==> config.mk <==
export PLATFORM = sky130hd
export DESIGN_NAME = regfile_wb_arbiter
export DESIGN_NICKNAME = d
export VERILOG_FILES = /design/src/rtl/regfile_wb_arbiter.sv
export SDC_FILE = /design/constraint.sdc
export NUM_CORES = 1
export LEC_CHECK = 0
export ABC_AREA = 1
export ABC_CLOCK_PERIOD_IN_PS = 1500
export BUFFER_PORTS_ARGS = -buffer_cell sky130_fd_sc_hd__buf_4
export CORE_MARGIN = 1.5
export CORE_UTILIZATION = 52
export DETAILED_ROUTE_END_ITERATION = 6
export GPL_TIMING_DRIVEN = 1
export PLACE_DENSITY = 0.77
export SLEW_MARGIN = 40
export SYNTH_ARGS = -nofsm -noshare
export SYNTH_HDL_FRONTEND = slang
export SYNTH_SLANG_ARGS = --single-unit
==> constraint.sdc <==
create_clock -name clk -period 1.5 [get_ports clk]
set_input_delay 0.3 -clock clk [delete_from_list [all_inputs] [get_ports clk]]
set_output_delay 0.3 -clock clk [all_outputs]
set_load 0.1 [all_outputs]
==> src/rtl/regfile_wb_arbiter.sv <==
// regfile_wb_arbiter
//   Shares the single register-file write port between two writeback sources:
//   port A (ALU result) and port B (load unit). Each source hands entries over
//   with a valid/ready handshake into its own 1-entry holding buffer. Each cycle
//   one buffer is drained into a registered write stage. The older entry wins.
//   Entries that arrived on the same edge are ordered by a round-robin pointer.
//   The write stage drives the register file write port.
//
// Ports
//   clk, rst_n                  clock, synchronous active-low reset
//   a_valid/a_ready             port A handshake
//   a_rd_addr/a_data            port A destination register and data
//   b_valid/b_ready             port B handshake
//   b_rd_addr/b_data            port B destination register and data
//   write_reg                   register-file write enable (registered)
//   rd_addr/write_data          register-file write address/data (registered)
//   wb_pending                  a buffer or the write stage holds an entry
//
// Optional feature (macro REGFILE_WB_FWD_EN)
//   Adds rs1_addr/rs2_addr inputs and fwd1/fwd2 hit+data outputs. These bypass
//   the value that the write stage is writing this cycle to the two read ports.

module regfile_wb_arbiter #(
    parameter int DATA_SIZE = 32,
    parameter int ADDR_SIZE = 6
) (
    input  logic                 clk,
    input  logic                 rst_n,
    input  logic                 a_valid,
    output logic                 a_ready,
    input  logic [ADDR_SIZE-1:0] a_rd_addr,
    input  logic [DATA_SIZE-1:0] a_data,
    input  logic                 b_valid,
    output logic                 b_ready,
    input  logic [ADDR_SIZE-1:0] b_rd_addr,
    input  logic [DATA_SIZE-1:0] b_data,
    output logic                 write_reg,
    output logic [ADDR_SIZE-1:0] rd_addr,
    output logic [DATA_SIZE-1:0] write_data,
    output logic                 wb_pending
`ifdef REGFILE_WB_FWD_EN
    ,
    input  logic [ADDR_SIZE-1:0] rs1_addr,
    input  logic [ADDR_SIZE-1:0] rs2_addr,
    output logic                 fwd1_hit,
    output logic                 fwd2_hit,
    output logic [DATA_SIZE-1:0] fwd1_data,
    output logic [DATA_SIZE-1:0] fwd2_data
`endif
);

    logic                 buf_a_valid, buf_b_valid;
    // age set: the other buffer holds an entry that arrived strictly earlier
    logic                 buf_a_age, buf_b_age;
    logic [ADDR_SIZE-1:0] buf_a_addr, buf_b_addr;
    logic [DATA_SIZE-1:0] buf_a_data, buf_b_data;
    logic                 rr_b;          // 1: port B wins the next tie
    logic                 grant_a, grant_b;
    logic                 tie;
    logic                 a_fire, b_fire;
    logic [ADDR_SIZE-1:0] sel_addr;
    logic [DATA_SIZE-1:0] sel_data;

    always_comb begin
        grant_a = 1'b0;
        grant_b = 1'b0;
        tie     = 1'b0;
        if (buf_a_valid && buf_b_valid) begin
            if (buf_a_age != buf_b_age) begin
                grant_a = buf_b_age;
                grant_b = buf_a_age;
            end else begin
                tie     = 1'b1;
                grant_a = !rr_b;
                grant_b = rr_b;
            end
        end else begin
            grant_a = buf_a_valid;
            grant_b = buf_b_valid;
        end
    end

    assign sel_addr = grant_b ? buf_b_addr : buf_a_addr;
    assign sel_data = grant_b ? buf_b_data : buf_a_data;

    // A buffer being drained this cycle can be refilled on the same edge.
    assign a_ready = rst_n && (!buf_a_valid || grant_a);
    assign b_ready = rst_n && (!buf_b_valid || grant_b);
    assign a_fire  = a_valid && a_ready;
    assign b_fire  = b_valid && b_ready;

    always_ff @(posedge clk) begin
        if (!rst_n) begin
            buf_a_valid <= 1'b0;
            buf_a_age   <= 1'b0;
            buf_a_addr  <= '0;
            buf_a_data  <= '0;
            buf_b_valid <= 1'b0;
            buf_b_age   <= 1'b0;
            buf_b_addr  <= '0;
            buf_b_data  <= '0;
            rr_b        <= 1'b0;
            write_reg   <= 1'b0;
            rd_addr     <= '0;
            write_data  <= '0;
        end else begin
            // A new entry is younger only if the other entry stays past this
            // edge; if the other entry drains on the same edge, a later arrival
            // on the other port does not count as older.
            if (a_fire) begin
                buf_a_valid <= 1'b1;
                buf_a_addr  <= a_rd_addr;
                buf_a_data  <= a_data;
                buf_a_age   <= buf_b_valid && !grant_b;
            end else if (grant_a) begin
                buf_a_valid <= 1'b0;
                buf_a_age   <= 1'b0;
            end else if (grant_b) begin
                buf_a_age   <= 1'b0;
            end

            if (b_fire) begin
                buf_b_valid <= 1'b1;
                buf_b_addr  <= b_rd_addr;
                buf_b_data  <= b_data;
                buf_b_age   <= buf_a_valid && !grant_a;
            end else if (grant_b) begin
                buf_b_valid <= 1'b0;
                buf_b_age   <= 1'b0;
            end else if (grant_a) begin
                buf_b_age   <= 1'b0;
            end

            if (tie) begin
                rr_b <= grant_a;
            end

            // x0 entries use up a slot but never assert the write enable.
            if (grant_a || grant_b) begin
                write_reg  <= (sel_addr != '0);
                rd_addr    <= sel_addr;
                write_data <= sel_data;
            end else begin
                write_reg  <= 1'b0;
            end
        end
    end

    assign wb_pending = buf_a_valid | buf_b_valid | write_reg;

`ifdef REGFILE_WB_FWD_EN
    assign fwd1_hit  = write_reg && (rd_addr == rs1_addr) && (rs1_addr != '0);
    assign fwd2_hit  = write_reg && (rd_addr == rs2_addr) && (rs2_addr != '0);
    assign fwd1_data = fwd1_hit ? write_data : '0;
    assign fwd2_data = fwd2_hit ? write_data : '0;
`endif

endmodule
# [Word-level counts from Yosys, hierarchy flattened]
# Index checks and enable logic that the tools add are counted.
[word_totals] regBits=120 in_bits=80 out_inout_bits=42 word_cells=52
[op_classes] eq_ne=1 n_mux=16 bitwise=2 n_reduce_logical=21
[ops] operator="32-bit 2-to-1 mux" count=1
[ops] operator="1-bit 2-to-1 mux" count=14
[ops] operator="1-bit logical AND" count=7
[ops] operator="6-bit 2-to-1 mux" count=1
[ops] operator="3-bit nonzero test" count=2
[ops] operator="6-bit nonzero test" count=1
[ops] operator="1-bit zero test" count=5
[ops] operator="2-bit nonzero test" count=2
[ops] operator="1-bit logical OR" count=3
[ops] operator="1-bit bitwise OR" count=2
[ops] operator="2-bit AND reduction" count=1
[ops] operator="1-bit != test" count=1

# [Logic depth before layout (Yosys ltp)]
# Gate-level depths: netlist of the first run.
[depth] depth_word=7 mapped_depth=11 ltp_nobuf=10

# [Worst setup path after synthesis of the first run]
# No wires, ideal clock.
[synth_path] path_kind="register to output" startpoint="register write_reg" endpoint="output wb_pending" t_arrival_ns=1.504 required_ns=1.200 setup_slack_ns=-0.304 path_stages_with_launch=2 path_buffers=0 path_cell_list="dfxtp_1 -> or2_2"
[synth_between] elab_chain_cells=1
[synth_rtl] element="start, declared" line="37" source="output logic write_reg,"
[synth_rtl] element="start signal, assigned" line="140" source="write_reg <= (sel_addr != '0);"
[synth_rtl] element="1-bit bitwise OR" line="149" source="assign wb_pending = buf_a_valid | buf_b_valid | write_reg;"
[synth_rtl] element="end, declared" line="40" source="output logic wb_pending"
# Every way passes these cells.

# [Final worst setup path of the first run]
[layout_path] startpoint="register buf_b_age" endpoint="output a_ready"
[layout_between] elab_chain_cells=5
[layout_rtl] element="start, declared" line="54" source="logic buf_a_age, buf_b_age;"
[layout_rtl] element="start signal, assigned" line="126" source="buf_b_age <= buf_a_valid && !grant_a;"
[layout_rtl] element="1-bit != test" line="69" source="if (buf_a_age != buf_b_age) begin"
[layout_rtl] element="1-bit 2-to-1 mux *" line="69"
[layout_rtl] element="1-bit 2-to-1 mux *" line="68" source="if (buf_a_valid && buf_b_valid) begin"
[layout_rtl] element="1-bit logical OR *" line="87" source="assign a_ready = rst_n && (!buf_a_valid || grant_a);"
[layout_rtl] element="1-bit logical AND *" line="87"
[layout_rtl] element="end, declared" line="30" source="output logic a_ready,"
# Every way passes the cells marked *; elsewhere a longest branch is shown, timed or not.

==> results_dict.tcl, run 1 <==
set metrics [dict create \
    finish.instance_area_um2 6968 \
    start_kind "flop" \
    syn_nets 686 \
    grt_util_met2_pct 45.68 \
    die_area_um2 9659 \
    initial_core_util_pct 53.87 \
    arrival_ns 1.56 \
    cts_buffers 17 \
    io_pins 122 \
    die_y_um 98.28 \
    cp-end-kind "output pin" \
    yosys_warnings 0 \
    core_um2 8763 \
    drtIter0Drc 331 \
    critPathSlowestCell "dfxtp_2" \
    globalplace.congestion 0.8278 \
    fin_nets 833 \
    path_clk_slew_ns 0.06 \
    power.total_mw 9.152 \
    status "finished with violations" \
    min_delay_worst_endpoint "buf_b_data[3]" \
    final_common_cell "nand3_1" \
    cp_cell_sequence "nand2_2, nand2_4, nand2_4, a21oi_4, buf_12" \
    whs_ns -0.0002376 \
    finalCritPeriodShare_pct 123.8 \
    antenna_found_initial 0 \
    die_w_um 98.28 \
    pwr-share-clk_pct 41.1 \
    clk_latency_ns 0.53 \
    drive_above_1_share_pct 31.37 \
    cpMostUsedCell "nand2_4" \
    p_seq_share_pct 38.8 \
    wl_per_cell_um 18.21 \
    fin_skew_ns 0.008860 \
    rr_worst_depth 10 \
    grt_first_pass_wirelength_um 21500 \
    setup_ws_ns -0.3571 \
    critPathKind "reg2out" \
    violations "negative hold slack, negative setup slack" \
    slew_violations 0 \
    swShare_pct 30.42 \
    p_leak_nw 3.219 \
    utilization_pct 79.51 \
    avgSynthCellArea_um2 7.790 \
    drcViolationCount 0 \
    fin_crit_ns 1.857 \
    drt-total-wl_um 15900 \
    slew_headroom_pct 65.66 \
    gr-total-overflow 0 \
    p_per_area_nw_per_um2 1313 \
    dp.cells 808 \
    crit_required_ns 1.20 \
    min_from "b_data[3]" \
    hpwl_um 8307 \
    place_area_um2 5738 \
    synth.cell_area_um2 4721 \
    fin_cells 873 \
    grt_max_degree 132 \
    clock.fmax_mhz 538.5 \
    pwr-share-comb_pct 20.1 \
    yosysSeqAreaShare_pct 50.89 \
    final_cell_mix "nand3_1 (147), buf_4 (126), dfxtp_1 (115)" \
    ys_seq_elements 120 \
    vias 5094 \
    critPathMaxStageDelay_ns 0.37 \
    grt_usage_pct 27.71 \
    reg2reg_from "buf_a_age" \
    viasPerCell 5.835 \
    worstMarginPinSlew_ns 0.5151 \
    nFillCells 559 \
    cts_sinks 120 \
    crit_fanout 3 \
    rrSetupSlack_ns -0.10 \
    p_int_mw 6.367 \
    timing.rr.end "buf_b_data[27]" \
    top_regs "buf_a_data (32), buf_b_data (32), write_data (32)" \
    first_global_vias 4551 \
    synthToLayoutAreaGrowth_pct 47.60 \
    met3_usage_pct 5.941 \
    antenna_cells 0 \
    rsz0062_at_grt "yes" \
    cts_root_buffer "clkbuf_8" \
    syn_inst 606 \
    cts_tree "yes" \
    switching_power_mw 2.784 \
    htreeDepth 4 \
    cap_violations 0 \
    hold_class "in2reg" \
    io_buffers 121 \
    hold_violations 1 \
    fin_setup_tns_ns -3.198 \
    grt_use_met1_pct 35.87 \
    ant_nets 0 \
    clockBufferDepth 2 \
    hold_depth 3 \
    drt-pass1-iter-count 5 \
    synthDistinctLibCells 23 \
    busiest_layer "met2" \
    rows 34 \
    setup_viol_count_final 82 \
    vdd_ir_drop_max_v 0.0008642 \
]
logic make-up (layout without fill, tap and decap cells):
family / count (synthesis) / in the layout / synth area share (%)
buf+inv: 86 / 241 / 8.057
compound gates: 139 / 139 / 15.53
flops: 120 / 120 / 50.89
simple gates: 261 / 265 / 25.52
layer usage:
metal,up-vias,routed length [µm]
li1,2358,-
met1,2403,6294
met2,268,7740
met3,65,1224
met4,0,635
met5,-,0
worst max path at each step:
stage,to,cells past startpoint,slack [ns],start
6_report,a_ready,5,-0.36,buf_b_age
2_1_floorplan,wb_pending,5,-0.08,buf_b_valid
3_5_place_dp,write_reg,10,-0.04,buf_a_age
3_3_place_gp,b_ready,7,0.02,buf_a_age
5_1_grt,b_ready,7,-0.41,buf_a_age
4_1_cts,a_ready,5,-0.40,buf_b_age
power groups by stage:
stage	registers (mW)	clock network [mW]	logic, mW
4_1_cts	3.53	3.71	1.61
5_1_grt	3.57	3.92	1.93
6_report	3.55	3.76	1.84
3_5_place_dp	3.60	0	1.53
3_3_place_gp	3.59	0	1.50
2_1_floorplan	4.08	0	0.575
area by class of cell:
| class | count | area (µm²) | area share [%] |
|---|---|---|---|
| flip-flops and latches | 120 | 2414 | 34.64 |
| multi-input cells | 404 | 2111 | 30.29 |
| repair buffers | 172 | 1607 | 23.06 |
| clock buffers | 21 | 429.2 | 6.159 |
| inverters | 36 | 150.1 | 2.155 |
| well taps | 108 | 135.1 | 1.939 |
| clock inverters | 10 | 105.1 | 1.508 |
| repair inverters | 2 | 17.52 | 0.2514 |
cells in the mapped netlist:
cell type / n / area, µm²
a21oi_1: 46 / 230.2
a21oi_2: 1 / 8.760
a21oi_4: 1 / 16.27
a31oi_1: 4 / 25.02
buf_1: 4 / 15.01
buf_2: 16 / 80.08
buf_4: 4 / 30.03
buf_6: 3 / 33.78
clkbuf_1: 23 / 86.33
dfxtp_1: 120 / 2402
inv_1: 31 / 116.4
inv_2: 5 / 18.77
nand2_1: 99 / 371.6
nand2_2: 3 / 18.77
nand2_4: 3 / 33.78
nand3_1: 148 / 740.7
nor2_1: 6 / 22.52
nor2_4: 1 / 11.26
o211ai_1: 4 / 30.03
o21ai_0: 60 / 300.3
o21ai_1: 21 / 105.1
o21ai_2: 2 / 17.52
or2_2: 1 / 6.260
what timing repair did:
item / in CTS / in global routing
resized for setup: 24 / 81
setup buffers: 6 / 7
pin swaps: 5 / 13
endpoints found under the hold margin: 9 / 1
setup endpoints to repair: 42 / 118
hold buffers: 9 / 1
gates cloned: 1 / 12
stage by stage:
stage | hold WS, ns | setup WS [ns]
after floorplan | 0.4242 | -0.08497
after CTS | 0.0005595 | -0.3986
after global placement | 0.4397 | 0.02063
after global routing | -0.006563 | -0.4105
final | -0.0002376 | -0.3571
after detailed placement | 0.4376 | -0.04111
worst max-delay path: cells and delay by family, from the launching register on:
| family | cells | cell delay [ns] |
|---|---|---|
| DFF | 1 | 0.37 |
| and+or+nand+nor | 3 | 0.23 |
| AOI/OAI and AO/OA | 1 | 0.22 |
| buffers and inverters | 1 | 0.21 |
Note: power is estimated with default switching activity, not from simulation.
==> inputs of run 2 (changes only) <==
- ABC_CLOCK_PERIOD_IN_PS: 1500 -> 2200
- CORE_ASPECT_RATIO: unset -> 0.7
- CORE_UTILIZATION: 52 -> 55
- PLACE_DENSITY: 0.77 -> 0.81
- clock period: 1.5 -> 2.2 ns (I/O delays scaled with it)
==> run 2 against run 1 <==
  * The run now ends clean
  * Sequential power decreased by 32%
  * Critical path depth decreased by 1
  * First-iteration DRC count increased by 30%
  * Cell count decreased by 5.6%
  * Die area decreased by 5.2%
  * Flip-flop and latch count unchanged
  * Critical path type unchanged
  * Largest power group unchanged
==> results_dict.tcl, run 2 (synthesized netlist as in run 1, its figures left out) <==
set metrics [dict create \
    status "finished, final reports clean" \
    synthToLayoutAreaGrowth_pct 31.20 \
    clk_latency_ns 0.41 \
    fin_setup_tns_ns 0 \
    critPathKind "reg2out" \
    setup_viol_count_final 0 \
    clockBufferDepth 2 \
    slew_headroom_pct 57.26 \
    cts_buffers 17 \
    cp-end-kind "output pin" \
    wl_per_cell_um 15.51 \
    die_w_um 113.7 \
    crit_required_ns 1.76 \
    die_y_um 80.51 \
    fin_nets 786 \
    initial_core_util_pct 56.38 \
    hold_class "in2reg" \
    cap_violations 0 \
    dp.cells 790 \
    path_clk_slew_ns 0.05 \
    crit_fanout 11 \
    final_common_cell "nand3_1" \
    fin_crit_ns 2.085 \
    worstMarginPinSlew_ns 0.6386 \
    die_area_um2 9156 \
    first_global_vias 4098 \
    slew_violations 0 \
    grt_first_pass_wirelength_um 19990 \
    rows 28 \
    rsz0062_at_grt "no" \
    finalCritPeriodShare_pct 94.79 \
    cts_sinks 120 \
    drive_above_1_share_pct 24.76 \
    drt-total-wl_um 12780 \
    globalplace.congestion 0.8161 \
    arrival_ns 1.65 \
    vias 4679 \
    p_per_area_nw_per_um2 977.9 \
    fin_skew_ns 0.004544 \
    drt-pass1-iter-count 5 \
    cts_tree "yes" \
    cts_hold_buf 0 \
    drcViolationCount 0 \
    start_kind "flop" \
    viasPerCell 5.678 \
    hold_violations 0 \
    gr-total-overflow 0 \
    io_pins 122 \
    fin_cells 824 \
    ant_nets 0 \
    htreeDepth 4 \
    setup_ws_ns 0.1147 \
    hpwl_um 8173 \
    vdd_ir_drop_max_v 0.0007450 \
    antenna_found_initial 0 \
    nFillCells 663 \
    grt_max_degree 132 \
    drtIter0Drc 431 \
    p_leak_nw 2.889 \
    clock.fmax_mhz 479.6 \
    cts_root_buffer "clkbuf_16" \
    io_buffers 121 \
    core_um2 8373 \
    final_cell_mix "nand3_1 (148), buf_4 (127), dfxtp_1 (120)" \
    grt_usage_pct 28.57 \
    dpl_worst_slack_ns 0.2610 \
    top_regs "buf_a_data (32), buf_b_data (32), write_data (32)" \
    antenna_cells 0 \
]
-- run 2: changes by cell type in the layout (fill, tap and decap cells not counted), moves of 6 or more --
cell           previous run  this run
nand2_1                  90        99
o21ai_2                   7         1
dlygate4sd3_1            10         0
buf_6                    20         2
o21ai_0                  39        60
o21ai_1                  37        21
-- run 2: final cells by class --
| class | count | area, µm² | area share [%] |
|---|---|---|---|
| inverter | 36 | 135.1 | 2.182 |
| tap | 105 | 131.4 | 2.121 |
| multi-input combinational | 400 | 1953 | 31.54 |
| sequential | 120 | 2402 | 38.79 |
| clock buffer | 21 | 450.4 | 7.273 |
| timing repair buffer | 131 | 1016 | 16.40 |
| clock inverter | 11 | 105.1 | 1.697 |
-- run 2: per-layer routing --
metal	share of wire [%]	up-vias	track usage (%)
met5	0	-	0
met2	46	192	43.61
met4	1.3	0	9.500
met1	45	2206	39.29
li1	-	2259	-
met3	8.2	22	7.623
-- run 2: where the power goes --
group	internal [mW]	switching (mW)	leakage (nW)
clock network	1.67	0.936	0.284
logic	0.294	0.740	1.62
registers	2.33	0.0812	0.988
total	4.30	1.76	2.89
-- run 2: critical path, cell delays in order, from the launching register on --
cell and delay, ns:
dfxtp_1 0.36, nor2_4 0.14, inv_1 0.17, or2_2 0.33, buf_4 0.24
-- run 2: through the flow --
stage / power, mW / util (%) / hold slack, ns / area [µm²]
2_1_floorplan: 3.171 / - / 0.4242 / 4721
3_3_place_gp: 3.448 / 66.98 / 0.4401 / 5608
3_5_place_dp: 3.473 / 67.07 / 0.4439 / 5615
5_1_grt: 6.258 / 73.97 / 0.2469 / 6193
4_1_cts: 6.075 / 73.92 / 0.2404 / 6190
6_report: 6.057 / 73.97 / 0.2488 / 6193
-- run 2: path summary, 6_finish.rpt --
path | end | start | slack (ns) | depth (start not counted)
worst max register to register | buf_b_addr[0] | buf_b_valid | 0.20 | 9
worst min-delay path | buf_a_data[7] | a_data[7] | 0.25 | 3
worst min register to register | buf_a_data[26] | buf_a_data[26] | 0.45 | 2
worst max-delay path | wb_pending | buf_b_valid | 0.11 | 4
-- run 2: timing repair --
action / 4_1_cts / 5_1_grt
pin swaps: 1 / 0
setup buffers: 2 / 0
cloned: 0 / 0
setup endpoints to repair: 1 / 1
gates resized for setup: 1 / 1
==> inputs of run 3 (changes only) <==
- CORE_UTILIZATION: 55 -> 56
- PLACE_DENSITY: 0.81 -> 0.82
==> run 3 against run 2 <==
  * Worst hold slack got worse by 0.0068 ns
  * Count of clock-buffer cells in the layout decreased by 1
  * Register-to-register slack improved by 0.11 ns
  * Flip-flop and latch count unchanged
  * Worst setup slack got worse by 0.037 ns
==> results_dict.tcl, run 3 (synthesized netlist as in run 1, its figures left out) <==
set metrics [dict create \
    status "finished, final reports clean" \
    core_um2 8006 \
    crit_fanout 6 \
    path_clk_slew_ns 0.06 \
    whs_ns 0.2420 \
    vias 4751 \
    first_global_vias 4590 \
    initial_core_util_pct 58.96 \
    drive_above_1_share_pct 25.69 \
    p_leak_nw 2.923 \
    cts_sinks 120 \
    die_y_um 79.82 \
    nFillCells 568 \
    arrival_ns 1.68 \
    drtIter0Drc 571 \
    slew_headroom_pct 55.03 \
    rows 27 \
    multi_input_area_um2 1953 \
    hold_violations 0 \
    drt-pass1-iter-count 6 \
    htreeDepth 4 \
    start_kind "flop" \
    cts_buffers 17 \
    slew_violations 0 \
    io_buffers 121 \
    synthToLayoutAreaGrowth_pct 33.40 \
    gr-total-overflow 0 \
    vdd_ir_drop_max_v 0.0006582 \
    cts_tree "yes" \
    drt-total-wl_um 13500 \
    setup_viol_count_final 0 \
    ff_latch_area_um2 2402 \
    hold_class "in2reg" \
    hpwl_um 8446 \
    worstMarginPinSlew_ns 0.6721 \
    antenna_cells 0 \
    antenna_found_initial 0 \
    viasPerCell 5.759 \
    globalplace.congestion 0.8780 \
    fin_crit_ns 2.122 \
    wl_per_cell_um 16.37 \
    finalCritPeriodShare_pct 96.45 \
    drcViolationCount 0 \
    fin_skew_ns 0.005047 \
    fin_nets 791 \
    die_w_um 112.7 \
    rrSetupSlack_ns 0.31 \
    cp-end-kind "output pin" \
    crit_required_ns 1.76 \
    io_pins 122 \
    final_cell_mix "nand3_1 (148), buf_4 (133), dfxtp_1 (120)" \
    cts_root_buffer "clkbuf_16" \
    ant_nets 0 \
    rsz0062_at_grt "no" \
    final_common_cell "nand3_1" \
    grt_max_degree 132 \
    die_area_um2 8998 \
    p_per_area_nw_per_um2 1023 \
    cap_violations 0 \
    grt_usage_pct 31.31 \
    clock.fmax_mhz 471.3 \
    critPathKind "reg2out" \
    fin_setup_tns_ns 0 \
    top_regs "buf_a_data (32), buf_b_data (32), write_data (32)" \
    clk_latency_ns 0.42 \
    clockBufferDepth 2 \
    grt_first_pass_wirelength_um 21910 \
]
run 3: cell types whose count changed in the layout (fill, tap and decap cells not counted):
cell	before	now
buf_4	127	133
bufinv_16	2	4
clkbuf_8	1	3
clkinvlp_4	0	5
clkbuf_1	3	0
clkinv_2	9	3
buf_12	2	1
run 3: where the power goes:
part           total, mW  switching [mW]  internal (mW)
clock               2.98            1.00           1.98
combinational       1.05           0.749          0.298
sequential          2.42          0.0849           2.33
run 3: path summary, 6_finish.rpt:
check | from | to | cells after the start
hold / removal | b_data[2] | buf_b_data[2] | 3
hold reg to reg | buf_b_addr[1] | buf_b_addr[1] | 2
setup / recovery | buf_a_age | a_ready | 6
setup reg to reg | buf_a_age | buf_a_data[21] | 10
run 3: area by class of cell:
type                       count  share of cell area, %
clock buffer                  20                  7.411
clock inverter                12                  2.742
inverter                      36                  2.146
multi-input combinational    400                  31.02
sequential                   120                  38.15
tap                          101                  2.007
timing repair buffer         136                  16.53
run 3: per-layer routing:
metal  vias to the layer above  global-route usage [%]  routed length (µm)
li1                       2265                       -                   -
met4                         0                   10.89                 255
met5                         -                       0                   0
met2                       248                   50.61                6314
met1                      2200                   39.87                5793
met3                        38                   9.871                1141
run 3: what timing repair did:
| item | CTS | global route |
|---|---|---|
| endpoints found under the hold margin | 0 | 0 |
| buffers inserted | 0 | 3 |
| cloned | 0 | 0 |
| hold buffers | 0 | 0 |
| setup endpoints to repair | 1 | 2 |
| pin swaps | 0 | 1 |
| resized for setup | 1 | 1 |
run 3: metrics by stage:
stage / power [mW] / setup WS [ns] / area, µm² / util, % / instances
2_1_floorplan: 3.171 / 0.2562 / 4721 / - / 606
3_3_place_gp: 3.449 / 0.5016 / 5620 / 70.20 / 790
3_5_place_dp: 3.479 / 0.4655 / 5628 / 70.29 / 790
4_1_cts: 6.429 / 0.04592 / 6271 / 78.32 / 822
5_1_grt: 6.642 / 0.009809 / 6297 / 78.65 / 825
6_report: 6.441 / 0.07802 / 6297 / 78.65 / 825
run 3: worst max-delay path, stage by stage (launching register included):
cell	delay, ns
dfxtp_1	0.35
inv_2	0.06
nand2_1	0.07
nand2_2	0.10
nand2_1	0.12
a21oi_4	0.29
buf_6	0.27
